<file path="src/rtl/pulse_gen_pkg.sv">
// pulse_gen_pkg
// Shared constants and types for the pulse_generator front-panel controller.
//   MODE_W               width of mode_sel
//   NUM_KEYS             number of front-panel buttons
//   KEY_MODE/KEY_WR/KEY_RD  bit index of each button within key[]
//   rep_state_t          state of a step-key auto-repeat FSM
//   max3()               largest of three integers, used to size counters
package pulse_gen_pkg;

  localparam int MODE_W   = 3;
  localparam int NUM_KEYS = 3;

  localparam int KEY_MODE = 0;
  localparam int KEY_WR   = 1;
  localparam int KEY_RD   = 2;

  typedef enum logic [1:0] {
    IDLE,
    DELAY,
    REPEAT
  } rep_state_t;

  function automatic int max3(input int a, input int b, input int c);
    int m;
    m = (a > b) ? a : b;
    return (m > c) ? m : c;
  endfunction

endpackage

</file>
<file path="src/rtl/pulse_gen_ctrl_if.sv">
// pulse_gen_ctrl_if
// Bundles the front-panel keys and the control outputs fed to pulse_generator.
//   key                 raw active-low buttons: [0] mode, [1] write step, [2] read step
//   mode_sel            registered mode select
//   write_add_subtract  one-cycle write-side step strobe
//   read_add_subtract   one-cycle read-side step strobe
//   key_held            debounced pressed level, 1 = pressed
// Modports: master drives the keys and observes the outputs (board / bench),
// slave is the controller itself.
interface pulse_gen_ctrl_if;
  import pulse_gen_pkg::*;

  logic [NUM_KEYS-1:0] key;
  logic [MODE_W-1:0]   mode_sel;
  logic                write_add_subtract;
  logic                read_add_subtract;
  logic [NUM_KEYS-1:0] key_held;

  modport master (
    output key,
    input  mode_sel,
    input  write_add_subtract,
    input  read_add_subtract,
    input  key_held
  );

  modport slave (
    input  key,
    output mode_sel,
    output write_add_subtract,
    output read_add_subtract,
    output key_held
  );

endinterface

</file>
<file path="src/rtl/key_debounce.sv">
// key_debounce
// Synchronises one raw active-low button and accepts a level change only after
// it has been seen for DEBOUNCE_CYCLES consecutive cycles.
//   clk      system clock
//   reset_n  synchronous active-low reset
//   key_n    raw asynchronous button, 0 = pressed
//   held     debounced level, 1 = pressed
//   press    one-cycle pulse when the debounced level goes released -> pressed
//   rel      one-cycle pulse when the debounced level goes pressed -> released
//            ("release" itself is a reserved word)
module key_debounce #(
  parameter int DEBOUNCE_CYCLES = 1_000_000
) (
  input  logic clk,
  input  logic reset_n,
  input  logic key_n,
  output logic held,
  output logic press,
  output logic rel
);

  localparam int CNT_W = $clog2(DEBOUNCE_CYCLES + 1);

  logic             key_p0;
  logic             key_p1;
  logic             stable;
  logic [CNT_W-1:0] cnt;
  logic [CNT_W-1:0] cnt_nxt;

  assign cnt_nxt = cnt + 1'b1;

  always_ff @(posedge clk) begin
    if (!reset_n) begin
      key_p0 <= 1'b1;
      key_p1 <= 1'b1;
      stable <= 1'b1;
      cnt    <= '0;
      press  <= 1'b0;
      rel    <= 1'b0;
    end else begin
      // stage p0 -> p1: two-flop synchroniser
      key_p0 <= key_n;
      key_p1 <= key_p0;
      // stage p1 -> stable: counter runs only while the synced level disagrees
      press  <= 1'b0;
      rel    <= 1'b0;
      if (key_p1 == stable) begin
        cnt <= '0;
      end else if (cnt_nxt == CNT_W'(DEBOUNCE_CYCLES)) begin
        stable <= key_p1;
        cnt    <= '0;
        press  <= ~key_p1;
        rel    <= key_p1;
      end else begin
        cnt <= cnt_nxt;
      end
    end
  end

  assign held = ~stable;

endmodule

</file>
<file path="src/rtl/pulse_gen_ctrl.sv">
// pulse_gen_ctrl
// Front-panel controller for pulse_generator. Debounces the three buttons,
// cycles mode_sel on each mode press and produces single-cycle step strobes
// with hold-to-repeat for the write and read step keys.
//   clk      system clock (50 MHz)
//   reset_n  synchronous active-low reset
//   bus      pulse_gen_ctrl_if.slave: key in; mode_sel, write_add_subtract,
//            read_add_subtract, key_held out (all straight from flops)
module pulse_gen_ctrl
  import pulse_gen_pkg::*;
#(
  parameter int                DEBOUNCE_CYCLES = 1_000_000,
  parameter int                REPEAT_DELAY    = 25_000_000,
  parameter int                REPEAT_PERIOD   = 5_000_000,
  parameter int                NUM_MODES       = 8,
  parameter logic [MODE_W-1:0] MODE_RESET      = 3'd0
) (
  input  logic             clk,
  input  logic             reset_n,
  pulse_gen_ctrl_if.slave  bus
);

  localparam int REP_MAX = max3(DEBOUNCE_CYCLES, REPEAT_DELAY, REPEAT_PERIOD);
  localparam int REP_W   = $clog2(REP_MAX + 1);

  logic [NUM_KEYS-1:0] held_db;
  logic [NUM_KEYS-1:0] press_db;
  logic [NUM_KEYS-1:0] rel_db;

  logic [MODE_W-1:0]   mode_sel_r;
  logic [NUM_KEYS-1:0] key_held_r;
  logic [1:0]          strobe_r;

  // The mode key has no use for its release event.
  logic unused_rel_mode;
  assign unused_rel_mode = rel_db[KEY_MODE];

  // stage: raw pins -> debounced levels and edge events
  for (genvar i = 0; i < NUM_KEYS; i++) begin : g_db
    key_debounce #(
      .DEBOUNCE_CYCLES (DEBOUNCE_CYCLES)
    ) u_key_debounce (
      .clk     (clk),
      .reset_n (reset_n),
      .key_n   (bus.key[i]),
      .held    (held_db[i]),
      .press   (press_db[i]),
      .rel     (rel_db[i])
    );
  end

  // stage: events -> registered mode select and held levels
  always_ff @(posedge clk) begin
    if (!reset_n) begin
      mode_sel_r <= MODE_RESET;
      key_held_r <= '0;
    end else begin
      key_held_r <= held_db;
      if (press_db[KEY_MODE]) begin
        if (mode_sel_r == MODE_W'(NUM_MODES - 1))
          mode_sel_r <= '0;
        else
          mode_sel_r <= mode_sel_r + 1'b1;
      end
    end
  end

  // stage: events -> step strobes; one auto-repeat FSM per step key
  for (genvar j = 0; j < 2; j++) begin : g_rep
    localparam int K = KEY_WR + j;

    rep_state_t       state;
    logic [REP_W-1:0] cnt;

    always_ff @(posedge clk) begin
      if (!reset_n) begin
        state       <= IDLE;
        cnt         <= '0;
        strobe_r[j] <= 1'b0;
      end else begin
        strobe_r[j] <= 1'b0;
        case (state)
          IDLE: begin
            if (press_db[K]) begin
              strobe_r[j] <= 1'b1;
              cnt         <= REP_W'(REPEAT_DELAY);
              state       <= DELAY;
            end
          end
          DELAY, REPEAT: begin
            // A release wins over a coincident expiry: no strobe on the way out.
            if (rel_db[K]) begin
              state <= IDLE;
              cnt   <= '0;
            end else if (cnt <= REP_W'(1)) begin
              strobe_r[j] <= 1'b1;
              cnt         <= REP_W'(REPEAT_PERIOD);
              state       <= REPEAT;
            end else begin
              cnt <= cnt - 1'b1;
            end
          end
          default: begin
            state <= IDLE;
            cnt   <= '0;
          end
        endcase
      end
    end
  end

  assign bus.mode_sel           = mode_sel_r;
  assign bus.key_held           = key_held_r;
  assign bus.write_add_subtract = strobe_r[0];
  assign bus.read_add_subtract  = strobe_r[1];

endmodule

</file>
<file path="src/flat_wrapper.sv">
// flat-port wrapper written by rule: the top's interface ports become plain ports
module pulse_gen_ctrl_flat import pulse_gen_pkg::*;
#(
  parameter int                DEBOUNCE_CYCLES = 1_000_000,
  parameter int                REPEAT_DELAY    = 25_000_000,
  parameter int                REPEAT_PERIOD   = 5_000_000,
  parameter int                NUM_MODES       = 8,
  parameter logic [MODE_W-1:0] MODE_RESET      = 3'd0
)
  (clk, reset_n, bus_key, bus_mode_sel, bus_write_add_subtract, bus_read_add_subtract, bus_key_held);
  pulse_gen_ctrl_if bus_i ();
  input  logic clk;
  input  logic reset_n;
  input wire logic [$bits(bus_i.key)-1:0] bus_key;
  output wire logic [$bits(bus_i.mode_sel)-1:0] bus_mode_sel;
  output wire logic [$bits(bus_i.write_add_subtract)-1:0] bus_write_add_subtract;
  output wire logic [$bits(bus_i.read_add_subtract)-1:0] bus_read_add_subtract;
  output wire logic [$bits(bus_i.key_held)-1:0] bus_key_held;
  assign bus_i.key = bus_key;
  assign bus_mode_sel = bus_i.mode_sel;
  assign bus_write_add_subtract = bus_i.write_add_subtract;
  assign bus_read_add_subtract = bus_i.read_add_subtract;
  assign bus_key_held = bus_i.key_held;
  pulse_gen_ctrl #(.DEBOUNCE_CYCLES(DEBOUNCE_CYCLES), .REPEAT_DELAY(REPEAT_DELAY), .REPEAT_PERIOD(REPEAT_PERIOD), .NUM_MODES(NUM_MODES), .MODE_RESET(MODE_RESET)) u_core (.clk(clk), .reset_n(reset_n), .bus(bus_i));
endmodule
</file>
<file path="config.mk">
export PLATFORM = sky130hd
export DESIGN_NAME = pulse_gen_ctrl_flat
export DESIGN_NICKNAME = d
export VERILOG_FILES = /design/src/rtl/pulse_gen_pkg.sv /design/src/rtl/pulse_gen_ctrl_if.sv /design/src/rtl/key_debounce.sv /design/src/rtl/pulse_gen_ctrl.sv /design/src/flat_wrapper.sv
export SDC_FILE = /design/constraint.sdc
export NUM_CORES = 1
export LEC_CHECK = 0
export BUFFER_PORTS_ARGS = -buffer_cell sky130_fd_sc_hd__buf_2
export CAP_MARGIN = 20
export CORE_ASPECT_RATIO = 2
export CORE_MARGIN = 3
export CORE_UTILIZATION = 50
export CTS_CLUSTER_DIAMETER = 50
export DETAILED_ROUTE_END_ITERATION = 16
export GPL_TIMING_DRIVEN = 0
export PLACE_DENSITY = 0.66
export SKIP_CTS_REPAIR_TIMING = 1
export SYNTH_ARGS = -nofsm -noshare
export SYNTH_HDL_FRONTEND = slang
export SYNTH_HIERARCHICAL = 1
export SYNTH_SLANG_ARGS = --single-unit
export TNS_END_PERCENT = 100
</file>
<file path="constraint.sdc">
create_clock -name clk -period 7.2 [get_ports clk]
set_clock_uncertainty 0.2 [all_clocks]
set_input_delay 0.72 -clock clk [delete_from_list [all_inputs] [get_ports clk]]
set_output_delay 0.72 -clock clk [all_outputs]
set_load 0.03 [all_outputs]
</file>
## Yosys cells after proc, flatten, opt, wreduce, memory -nomap -nowiden

Cells that the tools add are included.

- Bits in read-only memories: 0
- Latch bits: 0
- Logic and storage cells: 101
- Memories: 0
- Input bits: 5
- Bits in writable memories: 0
- Register bits after elaboration: 136
- Output and inout bits: 8

- Multipliers: 0
- Muxes and demuxes: 25
- Div/mod/pow operators: 0
- Reductions and logical operators: 15
- Equal/unequal tests: 15
- $lt $le $gt $ge: 2
- Add/subtract/negate cells: 6
- Bitwise gates (word level): 13
- Shift-type cells: 0

Operators with widths:

| cell | count |
|---|---|
| two-way mux 25 bit | 6 |
| case mux 25 bit (2 select lines) | 2 |
| adder 20 x 1 -> 20 bit, second input constant | 3 |
| equality test 20 bit, second input constant | 3 |
| <= comparator 25 x 1 -> 1 bit, second input constant | 2 |
| subtractor 25 x 1 -> 25 bit, second input constant | 2 |
| OR reduction 3 bit | 6 |
| NOT 1 bit | 13 |
| two-way mux 2 bit | 6 |
| AND reduction 2 bit | 5 |
| case mux 2 bit (2 select lines) | 2 |
| two-way mux 1 bit | 6 |
| inequality test 3 x 2 -> 1 bit, second input constant | 2 |
| equality test 2 x 1 -> 1 bit, second input constant | 2 |
| equality test 2 bit, second input constant | 2 |
| logical NOT 2 bit | 2 |
| inequality test 2 bit, second input constant | 2 |
| case mux 1 bit (2 select lines) | 2 |
| OR reduction 2 bit | 2 |
| adder 3 x 1 -> 3 bit, second input constant | 1 |
| equality test 1 bit | 3 |
| equality test 3 bit, second input constant | 1 |
| two-way mux 3 bit | 1 |

## Logic depth before layout (Yosys ltp)

- Depth in word-level cells: 4
- Gate-level depth with buffers: 8
- Depth with buffers taken out: 7

## Hierarchy

The synthesis kept the hierarchy.

Modules (own cells, without submodules):

| module | area each (um^2) | cells an instance | times used |
|---|---|---|---|
| pulse_gen_ctrl | 3529.6 | 453 | 1 |
| key_debounce at u_core.g_db[0].u_key_debounce ... | 1298.7 | 137 | 2 |
| key_debounce at u_core.g_db[2].u_key_debounce | 1258.7 | 147 | 1 |

## Worst setup path after synthesis

Ideal clock, no wire load.

- Kind: reg-to-reg
- Start: reg u_core.g_rep[0].cnt[0]
- End: reg u_core.g_rep[0].cnt[23]
- Arrival time: 2.356 ns
- Setup slack: 4.570 ns
- Path buffers: 2
- Clock period less this slack: 2.630 ns
- Required time: 6.926 ns
- Cell stages (with the launch flop): 8
- Setup time: 0.074 ns
- Cells stage by stage: dfxtp_1 -> or4_1 -> buf_2 -> or3_1 -> clkbuf_2 -> or4_1 -> or4_1 -> a31oi_1

- Cells in the longest elaborated chain, start to end: 4

RTL lines:

| element | RTL line | RTL |
|---|---|---|
| start, declared | pulse_gen_ctrl.sv:73 | `logic [REP_W-1:0] cnt;` |
| start signal, assigned | pulse_gen_ctrl.sv:86 | `cnt <= REP_W'(REPEAT_DELAY);` |
| start signal, assigned | pulse_gen_ctrl.sv:97 | `cnt <= REP_W'(REPEAT_PERIOD);` |
| start signal, assigned | pulse_gen_ctrl.sv:100 | `cnt <= cnt - 1'b1;` |
| subtractor 25 x 1 -> 25 bit or <= comparator 25 x 1 -> 1 bit (tied branches) | pulse_gen_ctrl.sv:100, pulse_gen_ctrl.sv:95 |  |
| two-way mux 25 bit * | pulse_gen_ctrl.sv:95 | `end else if (cnt <= REP_W'(1)) begin` |
| two-way mux 25 bit * | pulse_gen_ctrl.sv:92 | `if (rel_db[K]) begin` |
| case mux 25 bit (2 select lines) * | pulse_gen_ctrl.sv:82 | `case (state)` |

Mark *: on every way between the ends. The rest lies on a longest branch, timed or not.
A chain may end at the register's enable or synchronous reset.

## Worst setup path after layout

- Start: reg u_core.g_db[2].u_key_debounce.cnt[0]
- End: reg u_core.g_db[2].u_key_debounce.cnt[1]

- Cells in the longest elaborated chain, start to end: 3

RTL lines:

| element | RTL line | RTL |
|---|---|---|
| start, declared | key_debounce.sv:27 | `logic [CNT_W-1:0] cnt;` |
| start signal, assigned | key_debounce.sv:55 | `cnt <= cnt_nxt;` |
| adder 20 x 1 -> 20 bit * | key_debounce.sv:30 | `assign cnt_nxt = cnt + 1'b1;` |
| equality test 20 bit | key_debounce.sv:49 | `end else if (cnt_nxt == CNT_W'(DEBOUNCE_CYCLES)) begin` |
| OR reduction 3 bit (no line) | -- |  |

Marks and branches as above.

==> flow_metrics.py <==
metrics = {
    "outcome": {
        "status": "completed",
    },
    "cts": {
        "clk_pin_slew_worst_paths_ns": 0.06,
        "cts.htree.levels": 4,
        "cts_num_sinks": 136,
        "cts_tree": "done",
        "cts_buffers": 17,
        "cts-root-buf": "clkbuf_16",
        "clockBufferDepth": 2,
        "insertion_delay_ns": 0.42,
    },
    "final_layout": {
        "syn_to_final_growth_pct": 11.6,
        "seqCellArea_um2": 2720,
        "diodes": 0,
        "utilization": 0.572,
        "drive_above_1_share": 0.120,
        "fillers": 1322,
        "postLayoutCellArea_um2": 8210,
        "layout_commonest_cell": "dfxtp_1",
        "nets": 923,
        "multi_input_area_um2": 4280,
        "mostFrequentLayoutCells": "dfxtp_1, nor2_1, nand2_1, nor3_1, a21oi_1",
    },
    "sta": {
        "tightest_slew_ns": 0.874,
        "maxSlewViolCount": 0,
        "hold_viol": 0,
        "slew_headroom": 0.412,
        "fin_crit_sh": 0.445,
        "grt_setup_unrepaired": "no",
        "finalCriticalPeriod_ns": 3.21,
        "setup_ws_ns": 3.99,
        "fmax_ghz": 0.312,
        "fin_setup_tns_ns": 0,
        "setup_viol": 0,
    },
    "grt": {
        "grt_pass1_vias": 6577,
        "grt_overflow": 0,
        "grt_pass1_wl_um": 30100,
        "grt.total_usage": 0.230,
        "antenna_found_initial": 0,
        "grt_max_degree": 17,
    },
    "die": {
        "coreArea_um2": 14400,
        "die_w_um": 91.8,
        "dieArea_um2": 16300,
        "die_h_um": 178,
        "std_cell_rows": 62,
        "initial_utilization": 0.513,
        "io_pins": 13,
    },
    "setup_path": {
        "crit_required_ns": 7.27,
        "critPathLaunchType": "flop",
        "crit_type": "flop to flop",
        "critical_path.max_fanout": 8,
        "critPathArrivalTime_ns": 3.27,
        "endpoint_kind": "flop",
    },
    "detailed_routing": {
        "viasPerCell": 5.99,
        "drt_iter0_markers": 392,
        "detail-route-antenna-nets": 0,
        "vias": 6644,
        "routed_wl_um": 18300,
        "route.detailed.drc": 0,
        "routedWlPerCell_um": 16.5,
        "drt_first_pass_iters": 6,
    },
    "synth": {
        "synth_fp_nets": 890,
        "ys_warn_count": 6,
        "avgSynthCellArea_um2": 8.44,
        "syn-cell-area_um2": 7360,
        "synthCells": 872,
    },
    "pwr": {
        "p_int_uw": 1270,
        "powerDensity_nw_per_um2": 210,
        "power.leakage_uw": 0.00304,
        "swShare": 0.264,
        "vdd_drop_max_mv": 0.167,
        "p_comb_frac": 0.097,
        "seqPwrFrac": 0.445,
        "p_sw_uw": 455,
        "p_clk_frac": 0.457,
    },
    "placed_design": {
        "port_buffers": 12,
        "place_ws_ns": 3.99,
        "placed_area_um2": 7670,
        "place.gp.congestion": 0.992,
        "hpwl_um": 13700,
    },
    "worst_hold_path": {
        "hp-class": "flop to flop",
    },
    "run": {
        "maxCapViolCount": 0,
    },
}
## stage by stage
step	instances	hold WS [ns]	power [µW]
after global routing	1110	0.228	1790
after CTS	1110	0.206	1740
after detailed placement	1078	0.192	946
final	1110	0.205	1720
after floorplan	872	0.186	901
after global placement	1076	0.194	943
## power groups by stage
stage          clock (µW)  sequential, µW  combinational (µW)
6_report              787             767                 168
3_5_place_dp            0             783                 163
3_3_place_gp            0             783                 161
5_1_grt               839             767                 181
4_1_cts               809             766                 164
2_1_floorplan           0             781                 120
## worst paths after layout
check	startpoint	slack (ns)	endpoint	cells after the start
worst max-delay path	u_core/g_db[2].u_key_debounce/cnt[0]	3.99	u_core/g_db[2].u_key_debounce/cnt[1]	7
worst min register to register	u_core/g_db[2].u_key_debounce/key_p0	0.20	u_core/g_db[2].u_key_debounce/key_p1	1
worst min-delay path	u_core/g_db[2].u_key_debounce/key_p0	0.20	u_core/g_db[2].u_key_debounce/key_p1	1
worst max register to register	u_core/g_db[2].u_key_debounce/cnt[0]	3.99	u_core/g_db[2].u_key_debounce/cnt[1]	7
## metal layers
metal	global-route usage	up-vias	share of wire
met5	0	-	0
met4	0.156	0	0.059
met3	0.0382	80	0.036
met2	0.442	223	0.54
met1	0.217	3120	0.37
li1	-	3221	-
## registers in the layout, summed over array words and instances, names as in the netlist
register	cells
u_core/bus.mode_sel	3
u_core/g_rep.cnt	50
u_core/g_db.u_key_debounce/press	3
u_core/bus.write_add_subtract	1
u_core/g_db.u_key_debounce/key_p0	3
u_core/bus.read_add_subtract	1
u_core/g_db.u_key_debounce/stable	3
u_core/bus.key_held	3
u_core/g_db.u_key_debounce/rel	2
u_core/g_db.u_key_debounce/key_p1	3
u_core/g_db.u_key_debounce/cnt	60
u_core/g_rep.state	4
## layout make-up
class / count / area share
Clock buffer: 18 / 0.0535
Timing Repair Buffer: 14 / 0.00884
Tap cell: 192 / 0.0293
Clock inverter: 14 / 0.0122
Sequential cell: 136 / 0.332
Inverter: 25 / 0.0114
Buffer: 39 / 0.0320
Multi-Input combinational cell: 672 / 0.521
## critical path: stages, from the launching register on
cell and delay, ns:
dfxtp_1 0.38, ha_1 0.25, nand3_1 0.22, nor4_1 0.58, mux2i_1 0.40, o2111ai_1 0.22, nor4_2 0.68, nor3b_1 0.12
Power figures use the tool's default switching activity.
